$ cat src/rtl/aclk_controller_if.sv
// aclk_controller_if: keypad inputs and display/load outputs of the alarm clock sequencer
interface aclk_controller_if;
  logic [3:0] key;
  logic       one_second;
  logic [3:0] key_ms_hr, key_ls_hr, key_ms_min, key_ls_min;
  logic       show_new_time, show_a, load_new_c, load_new_a;
  modport master (
    output key, one_second,
    input  key_ms_hr, key_ls_hr, key_ms_min, key_ls_min,
    input  show_new_time, show_a, load_new_c, load_new_a
  );
  modport slave (
    input  key, one_second,
    output key_ms_hr, key_ls_hr, key_ms_min, key_ls_min,
    output show_new_time, show_a, load_new_c, load_new_a
  );
endinterface

$ cat src/rtl/aclk_controller.sv
// aclk_controller: keypad entry sequencer with key buffer, load strobes and entry timeout
module aclk_controller #(
  parameter int TIMEOUT_S = 10
) (
  input logic               clock,
  input logic               reset_n,
  aclk_controller_if.slave  bus
);
  typedef enum logic [2:0] {SHOW_TIME, KEY_STORED, KEY_WAITED, KEY_ENTRY, SHOW_ALARM} state_t;
  state_t state, state_nxt;
  logic [3:0] key_prev, digit, cnt;
  logic press, is_digit, tick, timeout, valid, load_c, load_a, clear;
  always_comb begin
    press = bus.key != 4'd15 && key_prev == 4'd15;
    is_digit = bus.key <= 4'd9;
    tick = bus.one_second && (state == KEY_WAITED || state == KEY_ENTRY);
    timeout = tick && cnt == 4'(TIMEOUT_S - 1);
    valid = bus.key_ms_hr <= 4'd2 && (bus.key_ms_hr < 4'd2 || bus.key_ls_hr <= 4'd3) && bus.key_ms_min <= 4'd5;
    state_nxt = state;
    load_c = 1'b0;
    load_a = 1'b0;
    clear = 1'b0;
    case (state)
      SHOW_TIME:
        if (press && is_digit) begin
          state_nxt = KEY_STORED;
          clear = 1'b1;
        end else if (press && bus.key == 4'd10) state_nxt = SHOW_ALARM;
      KEY_STORED: state_nxt = KEY_WAITED;
      KEY_WAITED:
        if (bus.key == 4'd15) state_nxt = KEY_ENTRY;
        else if (timeout) state_nxt = SHOW_TIME;
      KEY_ENTRY:
        if (press && is_digit) state_nxt = KEY_STORED;
        else if (press && bus.key == 4'd11) begin
          state_nxt = SHOW_TIME;
          load_c = valid;
        end else if (press && bus.key == 4'd10) begin
          state_nxt = SHOW_TIME;
          load_a = valid;
        end else if (timeout) state_nxt = SHOW_TIME;
      SHOW_ALARM: state_nxt = bus.key == 4'd15 ? SHOW_TIME : SHOW_ALARM;
      default: state_nxt = SHOW_TIME;
    endcase
  end
  // The buffer shifts on the edge leaving KEY_STORED, using the digit latched at the press.
  always_ff @(posedge clock) begin
    if (!reset_n) begin
      state <= SHOW_TIME;
      key_prev <= 4'd15;
      digit <= 4'd0;
      cnt <= 4'd0;
      {bus.key_ms_hr, bus.key_ls_hr, bus.key_ms_min, bus.key_ls_min} <= 16'd0;
      bus.show_new_time <= 1'b0;
      bus.show_a <= 1'b0;
      bus.load_new_c <= 1'b0;
      bus.load_new_a <= 1'b0;
    end else begin
      state <= state_nxt;
      key_prev <= bus.key;
      if (state_nxt == KEY_STORED) digit <= bus.key;
      cnt <= state_nxt == KEY_STORED ? 4'd0 : tick ? cnt + 4'd1 : cnt;
      if (clear) {bus.key_ms_hr, bus.key_ls_hr, bus.key_ms_min, bus.key_ls_min} <= 16'd0;
      else if (state == KEY_STORED)
        {bus.key_ms_hr, bus.key_ls_hr, bus.key_ms_min, bus.key_ls_min} <= {bus.key_ls_hr, bus.key_ms_min, bus.key_ls_min, digit};
      bus.show_new_time <= state_nxt inside {KEY_STORED, KEY_WAITED, KEY_ENTRY};
      bus.show_a <= state_nxt == SHOW_ALARM;
      bus.load_new_c <= load_c;
      bus.load_new_a <= load_a;
    end
  end
endmodule
$ cat src/flat_wrapper.sv
// flat-port wrapper written by rule: the top's interface ports become plain ports
module aclk_controller_flat 
#(
  parameter int TIMEOUT_S = 10
)
  (clock, reset_n, bus_key, bus_one_second, bus_key_ms_hr, bus_key_ls_hr, bus_key_ms_min, bus_key_ls_min, bus_show_new_time, bus_show_a, bus_load_new_c, bus_load_new_a);
  aclk_controller_if bus_i ();
  input logic clock;
  input logic reset_n;
  input wire logic [$bits(bus_i.key)-1:0] bus_key;
  input wire logic [$bits(bus_i.one_second)-1:0] bus_one_second;
  output wire logic [$bits(bus_i.key_ms_hr)-1:0] bus_key_ms_hr;
  output wire logic [$bits(bus_i.key_ls_hr)-1:0] bus_key_ls_hr;
  output wire logic [$bits(bus_i.key_ms_min)-1:0] bus_key_ms_min;
  output wire logic [$bits(bus_i.key_ls_min)-1:0] bus_key_ls_min;
  output wire logic [$bits(bus_i.show_new_time)-1:0] bus_show_new_time;
  output wire logic [$bits(bus_i.show_a)-1:0] bus_show_a;
  output wire logic [$bits(bus_i.load_new_c)-1:0] bus_load_new_c;
  output wire logic [$bits(bus_i.load_new_a)-1:0] bus_load_new_a;
  assign bus_i.key = bus_key;
  assign bus_i.one_second = bus_one_second;
  assign bus_key_ms_hr = bus_i.key_ms_hr;
  assign bus_key_ls_hr = bus_i.key_ls_hr;
  assign bus_key_ms_min = bus_i.key_ms_min;
  assign bus_key_ls_min = bus_i.key_ls_min;
  assign bus_show_new_time = bus_i.show_new_time;
  assign bus_show_a = bus_i.show_a;
  assign bus_load_new_c = bus_i.load_new_c;
  assign bus_load_new_a = bus_i.load_new_a;
  aclk_controller #(.TIMEOUT_S(TIMEOUT_S)) u_core (.clock(clock), .reset_n(reset_n), .bus(bus_i));
endmodule
$ cat config.mk
export PLATFORM = sky130hd
export DESIGN_NAME = aclk_controller_flat
export DESIGN_NICKNAME = d
export VERILOG_FILES = /design/src/rtl/aclk_controller_if.sv /design/src/rtl/aclk_controller.sv /design/src/flat_wrapper.sv
export SDC_FILE = /design/constraint.sdc
export NUM_CORES = 1
export LEC_CHECK = 0
export ABC_CLOCK_PERIOD_IN_PS = 1600
export CAP_MARGIN = 20
export CORE_ASPECT_RATIO = 1.25
export CORE_MARGIN = 8
export CORE_UTILIZATION = 26
export CTS_CLUSTER_DIAMETER = 60
export DETAILED_ROUTE_END_ITERATION = 7
export HOLD_SLACK_MARGIN = 0.05
export SLEW_MARGIN = 20
export SYNTH_ARGS = -nofsm -noshare
export SYNTH_HDL_FRONTEND = slang
export SYNTH_SLANG_ARGS = --single-unit
$ cat constraint.sdc
create_clock -name clock -period 1.6 [get_ports clock]
set_clock_uncertainty 0.05 [all_clocks]
set_input_delay 0.4 -clock clock [delete_from_list [all_inputs] [get_ports clock]]
set_output_delay 0.4 -clock clock [all_outputs]
set_load 0.02 [all_outputs]
==> metrics.yaml <==
critPathLaunchType: "register"
timing.rr.start: "u_core.key_prev[2]"
path_buf_inv: 1
gp_congestion: 0.7733
drtAntennaViolNets: 0
grt_pass1_wl_um: 6141
crit_type: "register to register"
die_w_um: 84.14
io_buffers: 26
drt_iter0_markers: 82
start_util: 0.2646
yosysTopAreaCell: "dfxtp_1"
final_cells: 293
synth_seq_cells: 35
power.density_nw_per_um2: 863.8
tightestPinTransition_ns: 0.4183
cpMaxStageDelayCell: "dfxtp_1"
place_hpwl_um: 2686
worst_slack_ns: 0.01348
ys_warn_count: 0
dr.pass1.iters: 4
die_y_um: 101.2
synth_top_area_share: 0.4643
drive_gt1_frac: 0.3084
grt_setup_unrepaired: "true"
dp_cells: 276
final_hold_viol_count: 0
syn_avg_cell_area_um2: 8.929
cellLeakagePower_nw: 0.9544
status: "finished, final reports clean"
ys_seq_area_frac: 0.4643
irDropWorstVdd_mv: 0.3048
clockRootBuffer: "clkbuf_8"
max_stage_delay_ns: 0.31
synth_commonest_cells: "nand2_1, dfxtp_1, a21oi_1, nor3b_2"
die_area_um2: 8513
clock_sinks: 35
drcViolationCount: 0
maxCapViolCount: 0
wirelength_um: 3877
maxSlewViolCount: 0
antenna_found_initial: 0
cts_tree: "yes"
slew-limit-headroom: 0.7202
row_count: 31
synth_most_common_cell: "nand2_1"
final_area_um2: 2248
dp_slack_ns: -0.6437
fin_crit_ns: 1.587
reg2regPathDepth: 6
worstPathArrival_ns: 1.72
core_area_um2: 5702
antenna_cells: 0
insertion_delay_ns: 0.29
track_usage: 0.08818
crit_required_ns: 1.74
numCtsBuffers: 5
fin_util: 0.3943
clk_pin_slew_ns: 0.07
hold_path_class: "register to register"
drt-wirelength-per-cell_um: 13.23
startpoint: "u_core.key_prev[2]"
crit_path_max_fanout: 4
vias: 1370
syn_inst: 169
h-tree-depth: 2
crit_chain: "and4_4 > nand3_2 > o31a_2 > buf_4 > and2_1 > o21a_1"
netlist_area_um2: 1509
place_area_um2: 2028
num_io_pins: 27
syn_to_final_growth_pct: 49.01
cp-endpoint: "u_core.bus.show_new_time"
netlist_top_cells_area: "dfxtp_1, nand2_1, a21oi_1"
grt-ovfl-total: 0
via_per_inst: 4.676
ys.flop_type: "dfxtp_1"
r2r-end: "u_core.bus.show_new_time"
synth-edff-count: 0
grt_pass1_vias: 1305
cp.depth: 6
syn-num-nets: 178
cp-end-kind: "register"
cp_top_family: "simple AND/OR/NAND/NOR gates"
netlist-cell-type-count: 36
clockBufferDepth: 2
fin_crit_sh: 0.9916
finalSetupViolations: 0
fin_nets: 235
rrSetupSlack_ns: 0.01
grt_max_degree: 17
max_freq_mhz: 630.3
async_flop_share: 0
## worst min-delay path: cells and delay by family (launching register included)
kind,cells,cell delay (ns)
flops,1,0.31
simple gates,1,0.05
compound gates,1,0.05
## state kept, by name, summed over array words and instances (netlist names)
name,count
u_core.bus.key_ls_hr,4
u_core.bus.key_ls_min,4
u_core.bus.key_ms_hr,4
u_core.bus.key_ms_min,4
u_core.cnt,4
u_core.digit,4
u_core.key_prev,4
u_core.state,3
u_core.bus.load_new_a,1
u_core.bus.load_new_c,1
u_core.bus.show_a,1
u_core.bus.show_new_time,1
## cell type report
cell class / instances / area (µm²)
Clock inverter: 2 / 12.51
Inverter: 4 / 15.01
Timing Repair Buffer: 60 / 539.3
Tap cell: 66 / 82.58
Multi-Input combinational cell: 120 / 818.3
Clock buffer: 6 / 72.57
Sequential cell: 35 / 708.2
Fill cell: 564 / 3453
## power by group
group | internal (W) | switching, W
logic | 0.000204 | 0.000185
clock network | 0.000304 | 0.000326
registers | 0.000903 | 0.0000201
## timing repair
action | in CTS | in global routing
gates cloned | 0 | 1
setup endpoints to repair | 47 | 26
gates resized for setup | 36 | 22
pin swaps | 5 | 10
hold buffers | 0 | 0
setup buffers | 0 | 9
## placed cells by master (no fill, tap or decap), types with 4 or more instances in the layout
cell            n
clkbuf_8        5
dlygate4sd2_1  21
buf_6           4
dfxtp_1        31
a21oi_1        16
nor3b_2         6
nand2b_1        4
mux2i_1         4
clkbuf_2        4
buf_4          26
nand2_1        47
## worst min path at each step
| stage | start | endpoint | slack (ns) | cells after the start |
|---|---|---|---|---|
| after floorplan | u_core.digit[0] | u_core.bus.key_ls_min[0] | 0.38 | 2 |
| after global placement | u_core.digit[3] | u_core.bus.key_ls_min[3] | 0.40 | 2 |
| after detailed placement | u_core.digit[2] | u_core.bus.key_ls_min[2] | 0.39 | 2 |
| after CTS | u_core.digit[3] | u_core.bus.key_ls_min[3] | 0.41 | 2 |
| after global routing | bus_key[0] | u_core.bus.load_new_a | 0.42 | 3 |
| final | u_core.digit[2] | u_core.bus.key_ls_min[2] | 0.40 | 2 |
## through the flow
| step | power (W) | hold slack, ns | setup TNS, ns |
|---|---|---|---|
| floorplan | 0.001143 | 0.3804 | -0.03041 |
| global placement | 0.001276 | 0.3952 | -13.65 |
| detailed placement | 0.001278 | 0.3949 | -13.92 |
| CTS | 0.001914 | 0.4098 | -0.004306 |
| global route | 0.002041 | 0.4246 | -0.4064 |
| finish | 0.001942 | 0.4023 | 0 |
## layer usage
metal | GRT usage | vias to the layer above | wire, µm
met2 | 0.1570 | 23 | 2098
met4 | 0.05593 | 0 | 109
met5 | 0 | - | 0
met1 | 0.09190 | 650 | 1560
li1 | - | 689 | -
met3 | 0.01931 | 8 | 109
## kinds of logic after synthesis
group                      after synthesis  share of synthesized area
and+or+nand+nor                         81                     0.2761
DFF                                     35                     0.4643
AOI/OAI and AO/OA                       30                     0.1468
buffers and inverters                   14                    0.05223
muxes                                    4                    0.02654
xor gates and xnor gates                 3                    0.01742
adders and majority gates                2                    0.01658
Note: power is estimated with default switching activity, not from simulation.
==> RTL edit 1, RTL diff (config.mk and constraints unchanged) <==
`TIMEOUT_S` is set to 10 in 2 places; all go to 7.
--- a/src/rtl/aclk_controller.sv
+++ b/src/rtl/aclk_controller.sv
@@ -1,6 +1,6 @@
 // aclk_controller: keypad entry sequencer with key buffer, load strobes and entry timeout
 module aclk_controller #(
-  parameter int TIMEOUT_S = 10
+  parameter int TIMEOUT_S = 7
 ) (
   input logic               clock,
   input logic               reset_n,
--- a/src/flat_wrapper.sv
+++ b/src/flat_wrapper.sv
@@ -1,7 +1,7 @@
 // flat-port wrapper written by rule: the top's interface ports become plain ports
 module aclk_controller_flat 
 #(
-  parameter int TIMEOUT_S = 10
+  parameter int TIMEOUT_S = 7
 )
   (clock, reset_n, bus_key, bus_one_second, bus_key_ms_hr, bus_key_ls_hr, bus_key_ms_min, bus_key_ls_min, bus_show_new_time, bus_show_a, bus_load_new_c, bus_load_new_a);
   aclk_controller_if bus_i ();
Function: changed (Yosys sat finds a counterexample within 10 cycles, from zero or initial values and one cycle with reset_n low).
==> RTL edit 1 against the unedited design <==
  * The run now ends with negative setup slack left
  * Sequential cell count did not move
  * Total power shrank 0.10%
  * Sequential power is essentially flat
  * Wire length up 3.8%
  * Synthesized area down 3.1%
  * Cell area shrank 2.6%
  * Critical path type unchanged
  * Critical endpoint is now u_core.cnt[3]
  * Hold slack improved by 5.7 ps
  * Via count up 4.1%
  * Worst setup slack got worse by 160 ps
==> RTL edit 1: results (changes against the unedited design) <==
metric	value	unit	change
place_area	2050	µm²	+1.2%
regToRegEndpoint	u_core.cnt[3]		
cp_slowest_stage_delay	340	ps	+30 ps
nets	238		+1.3%
synth_nets	180		+1.1%
grtUsageMet1	0.114		+0.0222
ys_seq_area_frac	0.479		+0.0147
syn_inst	171		+1.2%
drive_above_1_share	0.270		-0.0388
grt_usage	0.0965		+0.00829
synthTopCellsByArea	dfxtp_1 (48%), nand2_1 (12%), a21oi_1 (5.5%)		
nFillCells	525		-6.9%
placed_cells	284		+2.9%
outcome	complete, but fails checks		
p_leak	0.904	nW	-5.3%
grt_use_met2	0.154		-0.00295
setup_slack	-143	ps	-156 ps
place_hpwl	2880	µm	+7.2%
ir_drop	0.412	mV	+35%
setup_viol	8		+8
power_switching	0.530	mW	-0.26%
worst_pin_slew	368	ps	-50.7 ps
place_congestion	0.874		+13%
fin_tns_setup	-977	ps	-977 ps
wl_per_cell	13.7	µm	+3.4%
worstPathMaxFanout	8		+4
violations	negative setup slack		
grtUsageMet3	0.0332		+0.0139
place_ws	-708	ps	-64.1 ps
worstPathArrival	1860	ps	+140 ps
num_vias	1426		+4.1%
-- RTL edit 1: cell count changes after synthesis, sizes merged, moves of 2 or more --
cell and change:
nand2b +3, buf -2, nor3b -8, nand3b -2, nor3 +5, nand2 -2, nor2 +2, o2111a -2
a211oi +2, and2 +2
-- RTL edit 1: how the worst max path moves through the flow --
stage	endpoint	cells past startpoint	slack, ps	startpoint
after floorplan	u_core.digit[0]	7	-70	bus_key[3]
after global placement	u_core.bus.show_new_time	7	-680	bus_key[3]
after detailed placement	u_core.bus.show_a	7	-710	bus_key[3]
after CTS	u_core.cnt[0]	8	-140	u_core.cnt[0]
after global routing	u_core.digit[3]	6	-230	u_core.cnt[1]
final	u_core.cnt[3]	6	-140	u_core.key_prev[2]
-- RTL edit 1: power groups by stage --
stage          Sequential [mW]  Clock (mW)  Combinational [mW]
2_1_floorplan            0.953           0               0.178
3_3_place_gp             0.941           0               0.375
3_5_place_dp             0.942           0               0.374
4_1_cts                  0.923       0.630               0.378
5_1_grt                  0.928       0.674               0.436
6_report                 0.925       0.615               0.400
-- RTL edit 1: worst max-delay path: cells and delay by family, from the launching register on --
| kind | cells | cell delay (ps) |
|---|---|---|
| AO/OA/AOI/OAI | 2 | 520 |
| buffers and inverters | 1 | 160 |
| flip-flops | 1 | 340 |
| AND/OR/NAND/NOR | 3 | 550 |
-- RTL edit 1: timing repair --
action / in CTS / in global routing
buffers inserted: 2 / 1
endpoints found under the hold margin: 0 / 0
gates resized for setup: 42 / 10
pin swaps: 10 / 3
setup endpoints to repair: 51 / 28
-- RTL edit 1: layout make-up --
type	instances	area (µm²)	area share
tap	64	80.1	0.0366
timing repair buffer	60	523	0.239
multi-input combinational	123	785	0.358
inverter	4	15.0	0.00686
clock buffer	7	76.3	0.0349
clock inverter	1	5.00	0.00229
sequential	35	706	0.322
-- RTL edit 1: cells by family after synthesis --
logic type               share of synthesized area
AO/OA/AOI/OAI                                0.151
XOR/XNOR                                    0.0180
adder cells (fa/ha/maj)                     0.0171
buffers and inverters                       0.0393
flip-flops                                   0.479
multiplexers                                0.0274
AND/OR/NAND/NOR                              0.269
-- RTL edit 1: routing by layer --
metal,vias to the layer above,routed length [µm]
met4,0,85
met2,49,1930
li1,701,-
met3,13,222
met5,-,0
met1,663,1790
-- RTL edit 1: metrics by stage --
step	hold slack (ps)	total power, mW
finish	408	1.94
global route	439	2.04
CTS	412	1.93
detailed placement	400	1.32
floorplan	380	1.13
global placement	395	1.32
==> RTL edit 2, RTL diff (same settings) <==
Made on the original files. One comparison of `cnt` changes from == to >=.
--- a/src/rtl/aclk_controller.sv
+++ b/src/rtl/aclk_controller.sv
@@ -14,7 +14,7 @@
     press = bus.key != 4'd15 && key_prev == 4'd15;
     is_digit = bus.key <= 4'd9;
     tick = bus.one_second && (state == KEY_WAITED || state == KEY_ENTRY);
-    timeout = tick && cnt == 4'(TIMEOUT_S - 1);
+    timeout = tick && cnt >= 4'(TIMEOUT_S - 1);
     valid = bus.key_ms_hr <= 4'd2 && (bus.key_ms_hr < 4'd2 || bus.key_ls_hr <= 4'd3) && bus.key_ms_min <= 4'd5;
     state_nxt = state;
     load_c = 1'b0;
Function: same outputs for any inputs over 10 cycles, from zero or initial values and one cycle with reset_n low; that may be too few to reach the edited logic, so the function may still have changed.
==> RTL edit 2 against the unedited design <==
  * The flow now finishes with violations (negative setup slack)
  * Total power rose by 3.9%
  * Wire length fell by 1.2%
  * Sequential cell count did not move
  * Cell area fell by 7.3%
  * Worst setup slack got worse by 420 ps
  * Synthesized area fell by 6.1%
  * Final cell count fell by 4.8%
  * Clock power rose by 27%
  * Critical path type unchanged
==> RTL edit 2: results (changes against the unedited design) <==
metric	value	unit	change
reg2reg_slack	-410	ps	-420 ps
place_area	1890	µm²	-6.6%
layoutNonFillerInstCount	279		-4.8%
worst_pin_slew	349	ps	-69.6 ps
hp-start	u_core.digit[0]		
ys_types	32		-11%
wl_met1	1620	µm	+3.8%
setup_viol	11		+11
htreeDepth	2		unchanged
critPathTopFamily	simple AND/OR/NAND/NOR gates		
synth_mux_area_frac	0.0283		+0.00173
synth_xor_area_frac	0.0186		+0.00114
clock_path_buffers	2		unchanged
place_ws	-667	ps	-23.8 ps
ys.flop_type	dfxtp_1		
grtUsageMet1	0.105		+0.0132
top_layer_used	met4		
ir_drop	0.472	mV	+55%
worstPathArrival	2150	ps	+430 ps
synthTopCellsByArea	dfxtp_1 (49%), nand2_1 (13%), a21oi_1 (6.4%)		
hold_buffers	0		unchanged
worstPathMaxFanout	8		+4
syn_inst	163		-3.6%
postCtsResizedCells	42		+17%
setup_slack	-410	ps	-424 ps
nets	224		-4.7%
ys_seq_area_frac	0.495		+0.0304
cts_setup_buffers	3		+3
grt_use_met2	0.166		+0.00924
synth.top_cells.by_count	nand2_1 (48), dfxtp_1 (35), a21oi_1 (18)		
violations	negative setup slack		
place_hpwl	2600	µm	-3.1%
slowest_stage	or3b_4		
place_congestion	0.778		+0.63%
clk_pin_slew	80	ps	
synth-adder-area-share	0.0265		+0.00992
synth_nets	173		-2.8%
drive_above_1_share	0.242		-0.0665
num_vias	1330		-2.9%
async_flop_share	0		unchanged
outcome	complete, but fails checks		
hold_end	u_core.bus.key_ls_min[0]		
hold_ws	410	ps	+7.42 ps
met2_length	1930	µm	-7.9%
yosys_warnings	0		unchanged
antenna_found_initial	0		unchanged
worstSetupEndpoint	u_core.cnt[1]		
crit_path_start	u_core.cnt[0]		
grtUsageMet3	0.0301		+0.0107
fin_tns_setup	-4020	ps	-4020 ps
grt_max_degree	17		unchanged
synth-compound-area-share	0.136		-0.0107
wl_met3	153	µm	+40%
drtIter0Drc	46		-44%
wl_per_cell	13.7	µm	+3.7%
grt_usage	0.0981		+0.00995
placed_cells	267		-3.3%
p_leak	0.929	nW	-2.7%
cp_slowest_stage_delay	390	ps	+80 ps
drtPass1Iterations	4		unchanged
-- RTL edit 2: kinds of logic after synthesis --
| logic type | Yosys count |
|---|---|
| DFF | 35 |
| adders and majority gates | 3 |
| and+or+nand+nor | 74 |
| xor gates and xnor gates | 3 |
| AOI/OAI and AO/OA | 31 |
| muxes | 4 |
| buffers and inverters | 13 |
-- RTL edit 2: final cells by class --
| class | count | area [µm²] |
|---|---|---|
| clock buffers | 5 | 68.8 |
| fillers | 555 | 3250 |
| inverters | 5 | 18.8 |
| well taps | 64 | 80.1 |
| flip-flops and latches | 35 | 703 |
| repair buffers | 52 | 452 |
| clock inverters | 3 | 43.8 |
| multi-input cells | 115 | 717 |
-- RTL edit 2: where the power goes --
group          internal [mW]  switching (mW)
clock network          0.464           0.334
registers              0.900          0.0137
logic                  0.146           0.161
